### src/rtl/fifo_pkt_pkg.sv
// Shared types and width helpers for the FIFO packetizer.
// Latency: n/a (types and constant functions only).
// Backpressure: n/a.
package fifo_pkt_pkg;

    // Holding-register occupancy.
    typedef enum logic {
        S_EMPTY = 1'b0,
        S_HELD  = 1'b1
    } fifo_pkt_state_e;

    // Beat counter width. It must hold 0..max_len-1 and is never narrower than one bit.
    function automatic int cnt_width(input int max_len);
        return (max_len > 1) ? $clog2(max_len) : 1;
    endfunction

    // Idle timer width. It must hold 0..timeout inclusive, because it saturates at timeout.
    function automatic int tmr_width(input int timeout);
        return $clog2(timeout + 1);
    endfunction

endpackage

### src/rtl/fifo_pkt_idle_timer.sv
// Idle timer: counts cycles while run is high and saturates at P_TIMEOUT; hit flags saturation.
// Latency: hit rises one cycle after the P_TIMEOUT-th running cycle; clear takes effect on the next edge.
// Backpressure: none; clear wins over run.
// Ports: clk, rst (sync, active-high), run (count enable), clear (zero the count), hit (count == P_TIMEOUT).
module fifo_pkt_idle_timer
    import fifo_pkt_pkg::*;
#(
    parameter int P_TIMEOUT = 64
) (
    input  logic clk,
    input  logic rst,
    input  logic run,
    input  logic clear,
    output logic hit
);

    localparam int TW = tmr_width(P_TIMEOUT);
    localparam logic [TW-1:0] LIMIT = TW'(P_TIMEOUT);

    logic [TW-1:0] idle_q;

    always_ff @(posedge clk) begin
        if (rst) begin
            idle_q <= '0;
        end else if (clear) begin
            idle_q <= '0;
        end else if (run && (idle_q != LIMIT)) begin
            idle_q <= idle_q + 1'b1;
        end
    end

    assign hit = (idle_q == LIMIT);

endmodule

### src/rtl/fifo_packetizer.sv
// Packet framer: pops a FWFT FIFO and emits a valid/ready stream, closing packets on max length, flush or idle timeout.
// Latency: at least 2 cycles from FIFO head to m_valid (pop into hold_q, then advance to the output register).
// Backpressure: m_valid && !m_ready freezes the output and holding stages; no pops happen while the hold is full and blocked.
// Ports: clk, rst (sync, active-high); fifo_data/fifo_empty/fifo_rd_en (FIFO read side);
//        flush (one-cycle close request); m_valid/m_data/m_last/m_ready (output stream).
// Option: define FIFO_PKT_TIMEOUT_EN to close an open packet after P_TIMEOUT idle cycles with the FIFO empty.
module fifo_packetizer
    import fifo_pkt_pkg::*;
#(
    parameter int P_DATA_WIDTH = 32,
    parameter int P_MAX_LEN    = 16,
    parameter int P_TIMEOUT    = 64
) (
    input  logic                    clk,
    input  logic                    rst,
    input  logic [P_DATA_WIDTH-1:0] fifo_data,
    input  logic                    fifo_empty,
    output logic                    fifo_rd_en,
    input  logic                    flush,
    output logic                    m_valid,
    output logic [P_DATA_WIDTH-1:0] m_data,
    output logic                    m_last,
    input  logic                    m_ready
);

    localparam int CW = cnt_width(P_MAX_LEN);
    localparam logic [CW-1:0] LAST_CNT = CW'(P_MAX_LEN - 1);

    if (P_MAX_LEN < 1 || P_TIMEOUT < 1) begin : g_bad_params
        $error("fifo_packetizer: P_MAX_LEN and P_TIMEOUT must both be at least 1");
    end

    fifo_pkt_state_e         state_q;
    logic [P_DATA_WIDTH-1:0] hold_q;
    logic [CW-1:0]           cnt_q;
    logic                    flush_pend_q;
    logic                    timeout_hit;

    logic held;
    logic out_free;
    logic at_max;
    logic close;
    logic last_beat;
    logic adv;

    assign held      = (state_q == S_HELD);
    assign out_free  = !m_valid || m_ready;
    assign at_max    = (cnt_q == LAST_CNT);
    assign close     = flush_pend_q || flush || timeout_hit;
    assign last_beat = at_max || close;

    // A held word moves out only when we can already decide its m_last:
    // a successor is waiting, the packet is full, or a close is requested.
    assign adv = held && out_free && (!fifo_empty || at_max || close);

    // With the FIFO non-empty, advancing reduces to held && out_free, so the
    // pop is written without the close term and has no path from flush or the timer.
    assign fifo_rd_en = !rst && !fifo_empty && (!held || out_free);

`ifdef FIFO_PKT_TIMEOUT_EN
    fifo_pkt_idle_timer #(
        .P_TIMEOUT (P_TIMEOUT)
    ) u_idle_timer (
        .clk   (clk),
        .rst   (rst),
        .run   (held && fifo_empty),
        .clear (fifo_rd_en || !held),
        .hit   (timeout_hit)
    );
`else
    assign timeout_hit = 1'b0;
`endif

    always_ff @(posedge clk) begin
        if (rst) begin
            state_q      <= S_EMPTY;
            hold_q       <= '0;
            cnt_q        <= '0;
            flush_pend_q <= 1'b0;
            m_valid      <= 1'b0;
            m_data       <= '0;
            m_last       <= 1'b0;
        end else begin
            if (fifo_rd_en) begin
                hold_q <= fifo_data;
            end

            // m_data and m_last are left as they are when the beat drains, so they only change on an advance.
            if (adv) begin
                m_valid <= 1'b1;
                m_data  <= hold_q;
                m_last  <= last_beat;
            end else if (m_ready) begin
                m_valid <= 1'b0;
            end

            if (adv) begin
                cnt_q <= last_beat ? '0 : cnt_q + 1'b1;
            end

            // A flush can never meet a non-last advance, because flush itself forces last.
            if (adv && last_beat) begin
                flush_pend_q <= 1'b0;
            end else if (flush && held) begin
                flush_pend_q <= 1'b1;
            end

            case (state_q)
                S_EMPTY: if (fifo_rd_en)          state_q <= S_HELD;
                S_HELD:  if (adv && !fifo_rd_en)  state_q <= S_EMPTY;
                default:                          state_q <= S_EMPTY;
            endcase
        end
    end

endmodule

### config.mk
export PLATFORM = sky130hd
export DESIGN_NAME = fifo_packetizer
export DESIGN_NICKNAME = d
export VERILOG_FILES = /design/src/rtl/fifo_pkt_pkg.sv /design/src/rtl/fifo_pkt_idle_timer.sv /design/src/rtl/fifo_packetizer.sv
export SDC_FILE = /design/constraint.sdc
export NUM_CORES = 1
export LEC_CHECK = 0
export ABC_AREA = 1
export CAP_MARGIN = 20
export CELL_PAD_IN_SITES_DETAIL_PLACEMENT = 1
export CELL_PAD_IN_SITES_GLOBAL_PLACEMENT = 2
export CORE_MARGIN = 3
export CORE_UTILIZATION = 35
export CTS_CLUSTER_DIAMETER = 40
export DETAILED_ROUTE_END_ITERATION = 7
export DONT_BUFFER_PORTS = 1
export PLACE_DENSITY_LB_ADDON = 0.08
export SYNTH_ARGS = -nofsm -noshare
export SYNTH_HDL_FRONTEND = slang
export SYNTH_SLANG_ARGS = --single-unit
export TNS_END_PERCENT = 20
### constraint.sdc
create_clock -name clk -period 1.76 [get_ports clk]
set_input_delay 0.352 -clock clk [delete_from_list [all_inputs] [get_ports clk]]
set_output_delay 0.352 -clock clk [all_outputs]
set_load 0.02 [all_outputs]
==> metrics.cfg, run 1 <==
[route]
drtAntennaViolNets=0
vias=2294
viasPerCell=4.789
wl_per_cell_um=14.34
first_pass_iters=4
wirelength_mm=6.870
detail_route.drc_violations=0
dr.first_iter.drc_count=42

[setup_path]
reg2regPathDepth=7
reg2reg_from=cnt_q[0]
cp.required_ps=2030
reg2reg_to=cnt_q[1]
end_kind=flip-flop
critPathLaunchType=flip-flop
path_delay_family=simple AND/OR/NAND/NOR gates
slowest_delay_ps=400
critPathArrivalTime_ps=1790
worstPathCellList=ha_1 > nand3_2 > nand3_4 > nand2_4 > inv_8 > nor2_1 > nor2_1
timing_worst_setup_path_type=flip-flop to flip-flop
crit_buf_inv=1
reg2reg_slack_ps=230
timing.critical_path.mode_cell=nor2_1
slowest_stage=dfxtp_1
cp_max_fo=34

[logic_synthesis]
ys_types=22
yosys-top-cells-area=dfxtp_1, nor2_2, nand2_1, nand3_1, a21oi_1
synth-seq-area-share=0.4853
synth_fa_ha_area_frac=0.004212
syn_area_sq_um=2970
synth_nets=412
synth_edf_count=0
synth.area.mux_share=0
async_reset_ff_frac=0
synth_ff_type=dfxtp_1
synth_simple_gate_area_frac=0.2923
synth_top_area_share=0.4853
synth_top_family_by_area=simple AND/OR/NAND/NOR gates
ys_warn_count=0
yosysTopAreaCell=dfxtp_1
synthCells=374
synthTopCellsByCount=dfxtp_1, nor2_2, nand2_1
syn_area_per_cell_sq_um=7.942
yosys.area_share.xor_xnor=0
synth_most_common_cell=dfxtp_1
synth_compound_area_frac=0.1112
synth_seq_cells=72

[final_layout]
antenna_cells=0
syn_to_final_growth_pct=9.309
nets=410
fillers=980
final_util=0.4075
multi_input_area_sq_um=1214
register_area_sq_um=1441
drive_gt1_frac=0.2467

[clocking]
numClockSinks=72
cts_max_path_buffers=2
worstSkewPairLatency_ps=340
ctsHoldBuffers=0
numCtsBuffers=9
htree_levels=3
cts_tree=done
cts_root_buffer=clkbuf_8
postCtsSetupBuffers=0
clk_pin_slew_worst_paths_ps=80

[power_and_ir_drop]
pwr-share-comb=0.134
vdd_ir_drop_max_mv=0.4438
swShare=0.2965
p_leak_uw=0.001305
p_int_uw=2686
clkPwrFrac=0.356
powerDensity_nw_per_um2=1176
netSwitchingPower_uw=1132
seqPwrFrac=0.509

[sta]
hold_violations=0
setup_violations=0
post-route-min-period_ps=1526
drv_slew=0
skew_ps=12.52
relSlewSlack=0.7249
fin_tns_setup_ps=0
post-route-period-util=0.8670
timing.fmax_mhz=655.4
rsz0062_at_grt=no
worst_slew_pin_slew_ps=412.1

[worst_hold_path]
holdCritPathClass=input pin to flip-flop
min_from=rst
min_to=m_valid
hold_path_depth=1

[placed_design]
dpl.hpwl_mm=4.664
portBuffers=0
place.gp.congestion=0.7321

[global_routing]
antenna_found_initial=0
globalRouteOverflowTotal=0
grt_pass1_vias=2387
grt_use_total=0.1505
grt_pass1_wl_mm=11.72
grt_max_degree=35

[status]
status=completed

[run]
max_cap_viol_count=0

[die]
start_util=0.3728
fp.dieArea_sq_um=9629
fp-row-count=32
core_area_sq_um=7968
pin_count=72
die_y_um=98.13
dieWidth_um=98.13

## layout make-up
| cell class | instances | area share |
|---|---|---|
| Tap cell | 102 | 0.03931 |
| Inverter | 43 | 0.05202 |
| Timing Repair Buffer | 10 | 0.02697 |
| Multi-Input combinational cell | 236 | 0.3738 |
| Clock inverter | 4 | 0.01618 |
| Clock buffer | 12 | 0.04778 |
| Sequential cell | 72 | 0.4439 |
## placed cells by master, fill, tap and decap left out, drive strengths merged
cell type / n
ha: 1
o21ai: 31
inv: 43
dfxtp: 72
nand3: 40
clkbuf: 12
nand2: 54
bufinv: 1
nand4: 1
nor2: 73
a21oi: 35
buf: 10
clkinvlp: 3
nand3b: 1
## worst max path at each step
stage | start | to | slack [ps] | cells past startpoint
finish | cnt_q[0] | cnt_q[1] | 230 | 7
CTS | cnt_q[0] | cnt_q[1] | 140 | 7
global placement | cnt_q[0] | m_data[31] | 230 | 7
floorplan | m_valid | fifo_rd_en | 410 | 5
global route | cnt_q[0] | cnt_q[1] | 40 | 7
detailed placement | cnt_q[0] | cnt_q[1] | 160 | 7
## power groups by stage
| stage | clock network, uW | registers (uW) | logic, uW |
|---|---|---|---|
| detailed placement | 0 | 1990 | 525 |
| finish | 1360 | 1940 | 513 |
| global placement | 0 | 1980 | 514 |
| CTS | 1420 | 1950 | 527 |
| global route | 1490 | 1960 | 600 |
| floorplan | 0 | 1960 | 445 |
## cell families (layout without fill, tap and decap cells)
kind of cell               after synthesis  after routing
and+or+nand+nor                        169            169
DFF                                     72             72
AOI/OAI and AO/OA                       66             66
buffers and inverters                   66             69
adders and majority gates                1              1
## registers in the layout (all words and copies together), names as in the netlist
register / flops
m_valid: 1
hold_q: 32
m_data: 32
cnt_q: 4
m_last: 1
flush_pend_q: 1
held: 1
## metal layers
| metal | vias to the layer above | GRT usage | routed length, um |
|---|---|---|---|
| met3 | 8 | 0.03929 | 351 |
| li1 | 1171 | - | - |
| met1 | 1068 | 0.1852 | 3105 |
| met4 | 0 | 0.05431 | 100 |
| met2 | 47 | 0.2534 | 3313 |
| met5 | - | 0 | 0 |
## what timing repair did
| item | 4_1_cts | 5_1_grt |
|---|---|---|
| endpoints found under the hold margin | 0 | 0 |
| gates resized for setup | 0 | 1 |
| endpoints found under the setup margin | 0 | 1 |
## per-stage QoR
stage          total power [uW]  instances  hold slack (ps)  area (sq um)  worst slack, ps
2_1_floorplan              2410        374            421.1          2970            414.5
3_3_place_gp               2498        463            424.9          3037            231.1
3_5_place_dp               2513        463            424.6          3037            161.1
4_1_cts                    3898        479            58.85          3244            142.5
5_1_grt                    4060        479            50.89          3247            41.13
6_report                   3818        479            73.40          3247            234.1
Power figures use the tool's default switching activity.
==> run 2, diff against run 1 <==
CORE_UTILIZATION = 38   (was 35)
clock period = 2 ns   (was 1.76 ns; I/O delays follow)
==> metrics.cfg, run 2 (synthesis results as in run 1) <==
[route]
drtAntennaViolNets=0
viasPerCell=4.810
wl_per_cell_um=14.14
wirelength_mm=6.688
dr.first_iter.drc_count=44
vias=2275
detail_route.drc_violations=0
first_pass_iters=4

[power_and_ir_drop]
powerDensity_nw_per_um2=1053
vdd_ir_drop_max_mv=0.3758
p_leak_uw=0.001298

[worst_hold_path]
holdCritPathClass=input pin to flip-flop

[global_routing]
antenna_found_initial=0
grt_max_degree=39
globalRouteOverflowTotal=0
grt_use_total=0.1573
grt_pass1_vias=2281
grt_pass1_wl_mm=11.00

[final_layout]
final_cell_mix=dfxtp_1, nor2_2, nand2_1
final_common_cell=dfxtp_1
antenna_cells=0
post-route-cell-area_sq_um=3223
nets=407
drive_gt1_frac=0.2380
register_area_sq_um=1441
top_regs=hold_q x32, m_data x32, cnt_q x4
syn_to_final_growth_pct=8.509
fillers=901
multi_input_area_sq_um=1214
final_util=0.4351

[placed_design]
place.gp.congestion=0.7285
pre_cts_slack_ps=273.4
dpl.hpwl_mm=4.529
placed_cell_area_sq_um=3010
portBuffers=0

[setup_path]
worstPathCellList=ha_1 > nand3_2 > nand3_4 > nand2_4 > inv_6 > nor2_1 > nor2_1
end_kind=flip-flop
timing_worst_setup_path_type=flip-flop to flip-flop
slowest_delay_ps=400
critPathLaunchType=flip-flop
timing.critical_path.mode_cell=nor2_1
cp.required_ps=2260
critPathArrivalTime_ps=1960
cp_max_fo=34
slowest_stage=dfxtp_1

[sta]
timing.fmax_mhz=589.1
rsz0062_at_grt=no
fin_tns_setup_ps=0
worst_slew_pin_slew_ps=408.1
setup_violations=0
fin_hold_ws_ps=140.7
skew_ps=11.27
relSlewSlack=0.7277
post-route-period-util=0.8487
drv_slew=0
hold_violations=0
fin_ws_ps=302.6
post-route-min-period_ps=1697

[clocking]
clk_pin_slew_worst_paths_ps=70
cts_tree=done
ctsHoldBuffers=0
htree_levels=3
worstSkewPairLatency_ps=330
cts_max_path_buffers=2
post_cts_resized=0
numClockSinks=72
numCtsBuffers=9
cts_root_buffer=clkbuf_8
postCtsSetupBuffers=0

[run]
max_cap_viol_count=0

[die]
core_area_sq_um=7408
dieWidth_um=94.41
pin_count=72
fp.dieArea_sq_um=8913
fp-row-count=31
start_util=0.4009
die_y_um=94.41

[status]
status=completed

[run 2: changes by cell type in the layout (fill, tap and decap cells not counted), sizes merged]
cell,previous run,this run
clkinvlp,3,1
clkinv,0,2
clkbuf,12,11
buf,10,7
bufinv,1,2
[run 2: final cells by class]
class                      instances  area share
inverter                          43     0.05163
sequential                        72      0.4472
tap                               99     0.03843
multi-input combinational        236      0.3766
timing repair buffer               7     0.02019
clock buffer                      11     0.04076
clock inverter                     5     0.02523
[run 2: worst paths after layout]
check / start / to / slack, ps / cells after the start
worst max-delay path: cnt_q[0] / cnt_q[3] / 300 / 7
worst min-delay path: rst / m_last / 140 / 1
worst max register to register: cnt_q[0] / cnt_q[3] / 300 / 7
worst min register to register: hold_q[4] / hold_q[4] / 450 / 2
[run 2: worst max-delay path, delay by kind of cell, from the launching register on]
family / cells / cell delay, ps
buf+inv: 1 / 330
simple gates: 5 / 670
fa+ha+maj: 1 / 230
flops: 1 / 400
[run 2: per-layer routing]
layer,track usage,vias up,part of all wire
met1,0.1893,1060,0.45
met4,0.06137,0,0.0076
met2,0.2606,44,0.48
li1,-,1167,-
met5,0,-,0
met3,0.05100,4,0.058
[run 2: through the flow]
stage          total power [uW]  instances
6_report                   3395        473
3_3_place_gp               2187        457
2_1_floorplan              2121        374
3_5_place_dp               2204        457
5_1_grt                    3600        473
4_1_cts                    3464        473
[run 2: where the power goes]
group / switching, uW / internal (uW)
registers: 159 / 1560
clock network: 535 / 704
logic: 283 / 158
total: 978 / 2420
